<file path="config.mk">
export PLATFORM = sky130hd
export DESIGN_NAME = segment_driver
export DESIGN_NICKNAME = d
export VERILOG_FILES = /design/src/rtl/clock_pkg.sv /design/src/rtl/bcd_to_7seg.sv /design/src/rtl/segment_driver.sv
export SDC_FILE = /design/constraint.sdc
export NUM_CORES = 1
export LEC_CHECK = 0
export BUFFER_PORTS_ARGS = -buffer_cell sky130_fd_sc_hd__buf_4
export CORE_UTILIZATION = 55
export CTS_BUF_LIST = sky130_fd_sc_hd__clkbuf_4 sky130_fd_sc_hd__clkbuf_8 sky130_fd_sc_hd__clkbuf_16
export DETAILED_ROUTE_END_ITERATION = 7
export PLACE_DENSITY = 0.8
export SETUP_SLACK_MARGIN = 0.4
export SLEW_MARGIN = 20
export SYNTH_ARGS = -nofsm -noshare
export SYNTH_HDL_FRONTEND = slang
export SYNTH_HIERARCHICAL = 1
export SYNTH_SLANG_ARGS = --single-unit
</file>
<file path="constraint.sdc">
create_clock -name clk -period 5.2 [get_ports clk]
set_input_delay 1.04 -clock clk [delete_from_list [all_inputs] [get_ports clk]]
set_output_delay 1.04 -clock clk [all_outputs]
set_load 0.05 [all_outputs]
</file>
<file path="src/rtl/clock_pkg.sv">
// Shared definitions for the clock display datapath: digit count, BCD type,
// seven-segment patterns and column-select helpers.
package clock_pkg;

  localparam int NUM_DIGITS = 6;

  typedef logic [3:0] bcd_t;

  // Segment patterns in {g,f,e,d,c,b,a} order, active-high
  localparam logic [6:0] SEG_0     = 7'h3F;
  localparam logic [6:0] SEG_1     = 7'h06;
  localparam logic [6:0] SEG_2     = 7'h5B;
  localparam logic [6:0] SEG_3     = 7'h4F;
  localparam logic [6:0] SEG_4     = 7'h66;
  localparam logic [6:0] SEG_5     = 7'h6D;
  localparam logic [6:0] SEG_6     = 7'h7D;
  localparam logic [6:0] SEG_7     = 7'h07;
  localparam logic [6:0] SEG_8     = 7'h7F;
  localparam logic [6:0] SEG_9     = 7'h6F;
  localparam logic [6:0] SEG_DASH  = 7'h40;
  localparam logic [6:0] SEG_BLANK = 7'h00;

  // Column codes: all columns off, and the last column of a frame
  localparam logic [5:0] COL_NONE = 6'b111111;
  localparam logic [5:0] COL_LAST = 6'b111110;

  // True when exactly one bit of the column select is low
  function automatic logic is_one_cold(input logic [5:0] col);
    logic [5:0] hot;
    hot = ~col;
    return (hot != 6'd0) && ((hot & (hot - 6'd1)) == 6'd0);
  endfunction

endpackage

</file>
<file path="src/rtl/bcd_to_7seg.sv">
// Combinational BCD to seven-segment decoder; non-decimal codes show a dash.
import clock_pkg::*;

module bcd_to_7seg (
  input  logic [3:0] bcd,
  output logic [6:0] seg
);

  // Map each BCD code to its segment pattern, codes 10-15 to g-only
  always_comb begin
    seg = SEG_DASH;
    case (bcd)
      4'd0: seg = SEG_0;
      4'd1: seg = SEG_1;
      4'd2: seg = SEG_2;
      4'd3: seg = SEG_3;
      4'd4: seg = SEG_4;
      4'd5: seg = SEG_5;
      4'd6: seg = SEG_6;
      4'd7: seg = SEG_7;
      4'd8: seg = SEG_8;
      4'd9: seg = SEG_9;
      default: seg = SEG_DASH;
    endcase
  end

endmodule

</file>
<file path="src/rtl/segment_driver.sv">
// Six-digit multiplexed display driver: snapshots the digits once per frame,
// decodes the active column, applies blanking/blink/decimal point and
// registers column and segment drive together.
import clock_pkg::*;

module segment_driver #(
  parameter int BLINK_DIV = 500000
) (
  input  logic        clk,
  input  logic        rst,
  input  logic [5:0]  column_scan_signal,
  input  logic [23:0] digit_bcd,
  input  logic [5:0]  blink_mask,
  input  logic [5:0]  dp_mask,
  input  logic        lzb_en,
  output logic [5:0]  column_out,
  output logic [7:0]  seg_out,
  output logic        scan_err
);

  localparam int CNT_W = (BLINK_DIV > 1) ? $clog2(BLINK_DIV) : 1;

  logic [23:0]      snapshot;
  logic [CNT_W-1:0] blink_cnt;
  logic             blink_phase;

  logic             col_valid;
  logic [2:0]       active_idx;
  bcd_t             active_digit;
  logic [6:0]       decoded;
  logic [6:0]       seg_field;
  logic             blanked;
  logic [7:0]       next_seg;

  // Validate the column code and find which digit it selects
  always_comb begin
    col_valid  = is_one_cold(column_scan_signal);
    active_idx = 3'd0;
    for (int i = 0; i < NUM_DIGITS; i++) begin
      if (!column_scan_signal[i]) active_idx = 3'(i);
    end
    active_digit = snapshot[{active_idx, 2'b00} +: 4];
  end

  bcd_to_7seg u_decoder (
    .bcd (active_digit),
    .seg (decoded)
  );

  // Apply leading-zero blanking, blink blanking and decimal point
  always_comb begin
    seg_field = decoded;
    if (active_idx == 3'd5 && lzb_en && active_digit == 4'd0) seg_field = SEG_BLANK;
    blanked  = !blink_phase && blink_mask[active_idx];
    next_seg = blanked ? 8'h00 : {dp_mask[active_idx], seg_field};
  end

  // Free-running blink timebase; phase flips every BLINK_DIV cycles
  always_ff @(posedge clk) begin
    if (rst) begin
      blink_cnt   <= '0;
      blink_phase <= 1'b1;
    end else if (blink_cnt == CNT_W'(BLINK_DIV - 1)) begin
      blink_cnt   <= '0;
      blink_phase <= ~blink_phase;
    end else begin
      blink_cnt   <= blink_cnt + 1'b1;
    end
  end

  // Register outputs one cycle behind the scan and reload the frame snapshot
  // on the last column so the next frame starts with fresh digits
  always_ff @(posedge clk) begin
    if (rst) begin
      snapshot   <= '0;
      column_out <= COL_NONE;
      seg_out    <= 8'h00;
      scan_err   <= 1'b0;
    end else if (!col_valid) begin
      column_out <= COL_NONE;
      seg_out    <= 8'h00;
      scan_err   <= 1'b1;
    end else begin
      column_out <= column_scan_signal;
      seg_out    <= next_seg;
      if (column_scan_signal == COL_LAST) snapshot <= digit_bcd;
    end
  end

endmodule

</file>
==> impl_metrics.json <==
{
  "gr-total-overflow": 0,
  "synth.top_cell.area_share_pct": 42.4,
  "setup_viol": 0,
  "cts.path.max_buffers": 2,
  "clock.fmax_mhz": 312,
  "ctsHoldBuffers": 0,
  "initial_utilization_pct": 58.2,
  "dp_hpwl_mm": 4.15,
  "ys_types": 44,
  "grt_antenna_before_repair": 0,
  "worstHoldPathCells": 1,
  "syn_inst": 337,
  "grt_usage_pct": 24.5,
  "ys_top_cells_by_area": "dfxtp_1 42%, nand2_1 9.0%, nor2_1 5.7%",
  "portBuffers": 59,
  "clock_skew_ns": 0.00326,
  "cts-resized-gates": 0,
  "r2r-start": "blink_cnt[9]",
  "crit_path_max_fanout": 16,
  "power.leakage_nw": 1.40,
  "grt_pass1_wl_mm": 9.90,
  "final_cells": 459,
  "diodes": 0,
  "pre_cts_ws_ns": 1.69,
  "h-tree-depth": 3,
  "r2r_cells": 5,
  "clk_pin_slew_ns": 0.06,
  "drtAntennaViolNets": 0,
  "drive_above_1_share_pct": 21.4,
  "die_w_um": 73.2,
  "relSlewSlack_pct": 46.8,
  "tightest_slew_ns": 0.791,
  "cts_setup_buffers": 0,
  "syn_nets": 389,
  "async_flop_share_pct": 0,
  "cp.required_ns": 5.41,
  "core.rowCount": 25,
  "reg2reg_to": "blink_cnt[3]",
  "finalInstanceArea_um2": 3410,
  "numCtsBuffers": 9,
  "ys.flop_type": "dfxtp_1",
  "fin_ws_ns": 2.00,
  "period_needed_ns": 3.20,
  "drv_slew": 0,
  "yosysSeqAreaShare_pct": 42.4,
  "rsz0062_at_grt": "no",
  "synthTopCellsByCount": "67 x nand2_1, 59 x dfxtp_1, 42 x nor2_1",
  "syn_area_um2": 2790,
  "grt_max_degree": 30,
  "core_um2": 4790,
  "avgSynthCellArea_um2": 8.27,
  "placed_area_um2": 3200,
  "outcome": "finished, final reports clean",
  "crit_path_start_kind": "primary input",
  "die-area_um2": 5360,
  "io_pins": 60,
  "holdPathEnd": "blink_cnt[0]",
  "vias_per_cell": 5.13,
  "worstHoldPathType": "reg -> reg",
  "num_vias": 2354,
  "yosysTopAreaCell": "dfxtp_1",
  "worst_hold_slack_ns": 0.447,
  "drt_wl_total_mm": 5.85,
  "arrival_ns": 3.41,
  "hold_violations": 0,
  "maxCapViolCount": 0,
  "clock_latency_ns": 0.34,
  "min_period_over_period_pct": 61.6,
  "syn_to_final_growth_pct": 22.2,
  "power.density_nw_per_um2": 282,
  "synth_seq_cells": 59,
  "vdd_drop_max_uv": 170,
  "fin_tns_setup_ns": 0,
  "die_y_um": 73.2,
  "critical_path_class": "in -> reg",
  "ys_warn_count": 6,
  "cts_tree": "done",
  "crit_path_end_kind": "flip-flop",
  "drt-initial-drc-count": 130,
  "clock_sinks": 59,
  "hp-start": "blink_cnt[0]",
  "drtPass1Iterations": 4,
  "yosysMostFrequentCell": "nand2_1",
  "post-place-cells": 443,
  "nNetsFinal": 440,
  "grt_pass1_vias": 2386,
  "r2r_slack_ns": 3.13,
  "synth_enable_flop_cells": 0,
  "drc_errors": 0,
  "gp_congestion": 0.825,
  "wl_per_cell_um": 12.7,
  "cts-root-buf": "clkbuf_8"
}
-- cell usage in the layout, fill, tap and decap left out, types with 3 or more instances in the layout --
cell      netlist  final
nand2_1        67     67
dfxtp_1        59     59
buf_4           0     59
nor2_1         42     42
a21oi_1        31     31
clkbuf_8        0     15
nand3_1        14     14
xor2_1         12     12
inv_1          10     10
xnor2_1         8      8
ha_1            7      7
mux2i_1         6      6
and3_1          5      5
o21ai_0         5      5
nand2b_1        4      4
mux4_2          3      3
nor4_1          3      3
nand4_1         3      3
a211oi_1        3      3
nand4b_1        3      3
o22ai_1         3      3
-- cell type report --
type	count	area, µm²
multi-input combinational	248	1450
clock buffer	14	193
timing repair buffer	60	457
clock inverter	1	5.00
sequential	59	1180
fill	403	1380
inverter	10	37.5
tap	67	83.8
-- worst max-delay path, stage by stage --
cell and delay, ns:
buf_4 0.17, inv_1 0.12, a311oi_2 0.54, mux4_2 0.30, mux2i_1 0.07, a21oi_1 0.59
and2b_1 0.26, o31a_1 0.23, nand2_1 0.05, nor2_1 0.04
-- layer usage --
metal  vias to the layer above  share of wire (%)  wire [µm]  track usage, %
li1                       1231                  -          -               -
met1                      1060                 44       2560            25.6
met2                        52                 50       2910            45.0
met3                        11                5.0        293            7.60
met4                         0                1.6         93            10.7
met5                         -                  0          0               0
-- per-stage QoR --
step | utilization (%) | power (W)
final | 71.2 | 0.000961
after detailed placement | 66.8 | 0.000568
after floorplan | - | 0.000534
after global placement | 66.8 | 0.000567
after global routing | 71.2 | 0.000998
after CTS | 70.9 | 0.000967
-- sequential cells by signal, summed over array words and instances, names as in the netlist --
name / flops
snapshot: 24
blink_cnt: 19
seg_out: 8
column_out: 6
blink_phase: 1
scan_err: 1
-- kinds of logic after synthesis --
kind of cell / Yosys count / synth area share, %
DFF: 59 / 42.4
adders and majority gates: 7 / 3.14
buffers and inverters: 30 / 5.92
AOI/OAI and AO/OA: 53 / 11.4
muxes: 10 / 5.12
and+or+nand+nor: 158 / 25.8
xor gates and xnor gates: 20 / 6.28
-- report_power, final --
part	total [W]	switching [W]	internal [W]
combinational	0.0000973	0.0000523	0.0000450
clock	0.000402	0.000168	0.000235
sequential	0.000461	0.00000322	0.000458
-- worst max-delay path by stage --
stage,startpoint,end,slack (ns),cells after the start
floorplan,column_scan_signal[5],seg_out[5],2.02,12
global placement,column_scan_signal[5],seg_out[5],1.78,10
detailed placement,column_scan_signal[5],seg_out[5],1.69,10
CTS,column_scan_signal[5],seg_out[5],2.02,10
global route,column_scan_signal[5],seg_out[0],1.77,10
finish,column_scan_signal[5],seg_out[5],2.00,10
Power figures use the tool's default switching activity.
